$ cat src/rtl/matrix_scan_controller.sv
// LED matrix column scanner with dwell/blank timing and a
// double-buffered row store swapped only at frame boundaries.
module matrix_scan_controller #(
  parameter int COLS  = 3,
  parameter int ROWS  = 8,
  parameter int DWELL = 1000,
  parameter int BLANK = 2
) (
  input  logic                    clock,
  input  logic                    reset,
  input  logic                    enable,
  input  logic                    wr_en,
  input  logic [$clog2(COLS)-1:0] wr_col,
  input  logic [ROWS-1:0]         wr_data,
  input  logic                    swap_req,
  output logic                    swap_ack,
  output logic [COLS-1:0]         col,
  output logic [ROWS-1:0]         row,
  output logic                    frame_start
);
  localparam int AW = $clog2(COLS);
  localparam int CMAX = (DWELL > BLANK) ? DWELL : BLANK;
  localparam int CW = $clog2(CMAX + 1);
  localparam logic [CW-1:0] DLAST = CW'(DWELL - 1);
  localparam logic [CW-1:0] BLAST =
    CW'((BLANK > 0) ? BLANK - 1 : 0);
  localparam logic [AW-1:0] ILAST = AW'(COLS - 1);

  typedef enum logic [1:0] {
    S_IDLE,
    S_SHOW,
    S_BLANK
  } state_t;

  state_t        state;
  state_t        nstate;
  logic [AW-1:0] idx;
  logic [AW-1:0] nidx;
  logic [AW-1:0] inext;
  logic [CW-1:0] cnt;
  logic [CW-1:0] ncnt;
  logic          fsel;
  logic          nfsel;
  logic          pending;
  logic          boundary;
  logic          swap;
  logic [ROWS-1:0] mem [2][COLS];

  assign inext = (idx == ILAST) ? '0 : idx + 1'b1;

  always_comb begin
    nstate = state;
    nidx   = idx;
    ncnt   = cnt + 1'b1;
    if (!enable) begin
      nstate = S_IDLE;
      nidx   = '0;
      ncnt   = '0;
    end else begin
      unique case (state)
        S_IDLE: begin
          nstate = S_SHOW;
          nidx   = '0;
          ncnt   = '0;
        end
        S_SHOW: begin
          if (cnt == DLAST) begin
            ncnt = '0;
            if (BLANK == 0) nidx = inext;
            else nstate = S_BLANK;
          end
        end
        S_BLANK: begin
          if (cnt == BLAST) begin
            nstate = S_SHOW;
            nidx   = inext;
            ncnt   = '0;
          end
        end
        default: begin
          nstate = S_IDLE;
          nidx   = '0;
          ncnt   = '0;
        end
      endcase
    end
  end

  // A fresh entry into column 0 is the only place the buffers may flip.
  assign boundary = (nstate == S_SHOW) && (ncnt == '0)
                    && (nidx == '0);
  assign swap  = boundary && (pending || swap_req);
  assign nfsel = fsel ^ swap;

  always_ff @(posedge clock or posedge reset) begin
    if (reset) begin
      state       <= S_IDLE;
      idx         <= '0;
      cnt         <= '0;
      fsel        <= 1'b0;
      pending     <= 1'b0;
      swap_ack    <= 1'b0;
      frame_start <= 1'b0;
      col         <= '0;
      row         <= '0;
      for (int i = 0; i < COLS; i++) begin
        mem[0][i] <= '0;
        mem[1][i] <= '0;
      end
    end else begin
      state       <= nstate;
      idx         <= nidx;
      cnt         <= ncnt;
      fsel        <= nfsel;
      pending     <= boundary ? 1'b0 : (pending | swap_req);
      swap_ack    <= swap;
      frame_start <= boundary;
      if (nstate == S_SHOW) begin
        col <= COLS'(1) << nidx;
        row <= mem[nfsel][nidx];
      end else begin
        col <= '0;
        row <= '0;
      end
      // Back buffer is selected by the pre-swap front select.
      if (wr_en && (32'(wr_col) < COLS))
        mem[~fsel][wr_col] <= wr_data;
    end
  end
endmodule

$ cat config.mk
export PLATFORM = sky130hd
export DESIGN_NAME = matrix_scan_controller
export DESIGN_NICKNAME = d
export VERILOG_FILES = /design/src/rtl/matrix_scan_controller.sv
export SDC_FILE = /design/constraint.sdc
export NUM_CORES = 1
export LEC_CHECK = 0
export CAP_MARGIN = 5
export CORE_ASPECT_RATIO = 1.4
export CORE_UTILIZATION = 48
export CTS_CLUSTER_SIZE = 14
export DETAILED_ROUTE_END_ITERATION = 6
export GPL_TIMING_DRIVEN = 0
export HOLD_SLACK_MARGIN = 0.1
export PLACE_DENSITY_LB_ADDON = 0.08
export SETUP_SLACK_MARGIN = 0.5
export SKIP_CTS_REPAIR_TIMING = 1
export SLEW_MARGIN = 20
export SYNTH_ARGS = -nofsm -noshare
export SYNTH_HDL_FRONTEND = slang
export SYNTH_SLANG_ARGS = --single-unit
$ cat constraint.sdc
create_clock -name clock -period 2.75 [get_ports clock]
set_input_delay 0.6875 -clock clock [delete_from_list [all_inputs] [get_ports clock]]
set_output_delay 0.6875 -clock clock [all_outputs]
set_load 0.01 [all_outputs]
==> impl_metrics.tcl <==
set metrics [dict create \
    grt_pass1_vias 2822 \
    wire_per_inst_um 19.5 \
    synth_cell_type_count 53 \
    rr_startpoint "cnt[1]$_DFF_PP0_" \
    grt_max_degree 34 \
    power_density_nw_per_um2 815 \
    ctsHtreeMaxLevel 3 \
    synthAdderAreaFrac_pct 1.94 \
    ios 28 \
    async_reset_ff_share_pct 100 \
    drv_cap 0 \
    critPathKind "reg -> reg" \
    yosys.area_share.simple_pct 14.5 \
    ys.flop_type "dfrtp_1" \
    r2r_end "row[6]$_DFF_PP0_" \
    grt_use_total_pct 23.6 \
    cp-start-kind "flop" \
    ys_seq_area_share_pct 49.7 \
    finalWeightedCongestion 0.877 \
    ys_seq_elements 77 \
    finClkSkew_ns 0.00740 \
    violations "setup timing" \
    yosysMostFrequentCell "dfrtp_1" \
    crit_slowest_cell "o41ai_4" \
    antenna_found_initial 0 \
    top_layer "met4" \
    relSlewSlack_pct 48.8 \
    clk_latency_ns 0.36 \
    dp_cells 456 \
    rr_worst_depth 13 \
    fin_tns_setup_ns -3.58 \
    synth_edf_count 0 \
    max_stage_delay_ns 0.50 \
    synth.avg_cell_area_um2 11.9 \
    cp_top_family "compound AO/OA/AOI/OAI gates" \
    yosys-top-cells-count "dfrtp_1, mux2_2, and3_1" \
    p_leak_nw 2.10 \
    row_count 38 \
    area_growth_pct 30.7 \
    synthXorXnorAreaFrac_pct 2.48 \
    drcViolationCount 0 \
    hpwl_um 6200 \
    clk_pin_slew_ns 0.07 \
    synth_compound_area_share_pct 13.5 \
    fin_cells 500 \
    finalSetupViolCount 8 \
    cp-startpoint "cnt[1]$_DFF_PP0_" \
    grt-ovfl-total 0 \
    worst_slew_pin_slew_ns 0.764 \
    p_sw_w 0.00129 \
    pwr-share-seq_pct 42.0 \
    pwr-share-clk_pct 18.7 \
    outcome "finished with violations" \
    path_buf_inv 4 \
    synth_top_area_share_pct 49.7 \
    cts_root_buf "clkbuf_8" \
    p_int_w 0.00284 \
    cts_tree "yes" \
    synth_top_family_by_area "simple AND/OR/NAND/NOR gates" \
    wl_met3_um 335 \
    netlist_area_um2 3880 \
    vias 2859 \
    synth_top_area_cell "dfrtp_1" \
    crit_fanout 10 \
    path_common_cell "buf_4" \
    critPathArrivalTime_ns 3.48 \
    hold_viol_final 0 \
    ant_nets 0 \
    clockBufferDepth 2 \
    clock_sinks 77 \
    hold_path_class "reg -> reg" \
    cp-end-kind "flop" \
    synth_cells 327 \
    die_w_um 78.0 \
    firstDrtPassIters 4 \
    fin_crit_ns 3.24 \
    cts_buffers 9 \
    maxSlewViolCount 0 \
    grt_pass1_wl_um 14600 \
    layout_setup_ws_ns -0.488 \
    finalPower_w 0.00413 \
    fmax_mhz 309 \
    nNetsFinal 416 \
    hp-start "mem[27]$_DFFE_PP0P_" \
    die_area_um2 8450 \
    met2_length_um 5280 \
    drive_gt1_share_pct 42.0 \
    yosys-top-cells-area "dfrtp_1, mux2_2, and3_1, a21boi_2, nor2_1" \
    die_h_um 108 \
    start_util_pct 49.7 \
    p_sw_share_pct 31.3 \
    avgViaCountPerCell 5.72 \
    yosys-mux-area-fraction_pct 13.9 \
    min_period_over_period_pct 118 \
    wl_um 9770 \
    rsz0062_at_grt "true" \
    core-area_um2 7800 \
    cp_cell_sequence "ha_2 -> buf_6 -> nand4_1 -> nor4_4 -> buf_4 -> a2111oi_4 -> nand2_2 -> o41ai_4 -> buf_4 -> buf_8 -> and3_1 -> a211oi_1 -> a2111oi_2" \
    ir_drop_mv 0.523 \
    yosys_warnings 0 \
    postPlaceCellArea_um2 4410 \
    drt_iter0_markers 122 \
    endpoint "row[6]$_DFF_PP0_" \
    syn-num-nets 348 \
    crit_required_ns 2.99 \
    r2r_slack_ns -0.49 \
    port_buffers 26 \
    final_cell_area_um2 5070 \
    m1WireLength_um 3950 \
    n_antenna_cell 0 \
    power_frac_comb_pct 39.3 \
    crit_cells 13 \
]
==> how the worst min path moves through the flow <==
stage	slack (ns)	depth (start not counted)	endpoint
after global placement	0.48	1	mem[35]$_DFFE_PP0P_
final	0.50	1	mem[27]$_DFFE_PP0P_
after floorplan	0.47	1	mem[24]$_DFFE_PP0P_
after CTS	0.50	1	mem[27]$_DFFE_PP0P_
after detailed placement	0.48	1	mem[27]$_DFFE_PP0P_
after global routing	0.51	1	mem[7]$_DFFE_PP0P_
==> placed cells by master (no fill, tap or decap), drive strengths merged, types with 2 or more instances in the layout <==
cell type and instances:
a41oi 2, nor3b 2, a311oi 2, nor4 4
or2 2, nand2 12, nand3 7, a2111oi 17
xnor2 8, clkbuf 21, nor3 7, and3 26
nand4 2, nor2 23, nand2b 2, xor2 3
a211oi 9, clkdlybuf4s50 26, dfrtp 77, a31oi 2
nor4b 2, ha 6, mux2 48, buf 46
inv 8, a21boi 9, o21ai 12
==> layer usage <==
layer,track usage [%],up-vias
met5,0,-
met4,10.4,0
met3,4.73,20
met2,42.0,58
met1,27.5,1436
li1,-,1345
==> final cells by class <==
cell class | instances | area [um2]
plain buffers | 21 | 185
clock buffers | 15 | 166
clock inverters | 1 | 5.00
fillers | 634 | 2730
inverters | 9 | 37.5
multi-input cells | 220 | 2060
flip-flops and latches | 77 | 1930
well taps | 100 | 125
repair buffers | 57 | 566
==> power by group through the flow <==
stage	logic (W)	registers (W)	clock network, W
after floorplan	0.000929	0.00171	0
after global placement	0.00123	0.00173	0
after detailed placement	0.00126	0.00174	0
after CTS	0.00127	0.00172	0.000787
after global routing	0.00174	0.00178	0.000825
final	0.00162	0.00174	0.000771
==> metrics by stage <==
step / setup WS, ns / util, % / hold WS, ns
floorplan: -0.101 / - / 0.471
global route: -0.586 / 65.0 / 0.510
CTS: -0.760 / 58.8 / 0.500
global placement: -0.834 / 55.8 / 0.479
detailed placement: -0.832 / 56.6 / 0.484
finish: -0.488 / 65.0 / 0.500
==> worst reg2reg max path: cells and delay by family, from the launching register on <==
| family | cells | cell delay, ns |
|---|---|---|
| compound gates | 4 | 1.37 |
| fa+ha+maj | 1 | 0.19 |
| buf+inv | 4 | 0.68 |
| flops | 1 | 0.39 |
| simple gates | 4 | 0.50 |
==> sequential cells by signal, summed over array words and instances, names as in the netlist <==
| signal | flops |
|---|---|
| frame_start | 1 |
| mem | 48 |
| swap_ack | 1 |
| pending | 1 |
| fsel | 1 |
| state | 2 |
| col | 3 |
| idx | 2 |
| cnt | 10 |
| row | 8 |
==> cell families (layout without fill, tap and decap cells) <==
| logic type | count (synthesis) | in the layout |
|---|---|---|
| and+or+nand+nor | 96 | 96 |
| DFF | 77 | 77 |
| AOI/OAI and AO/OA | 59 | 59 |
| muxes | 48 | 48 |
| buffers and inverters | 30 | 103 |
| xor gates and xnor gates | 11 | 11 |
| adders and majority gates | 6 | 6 |
Power figures use the tool's default switching activity.
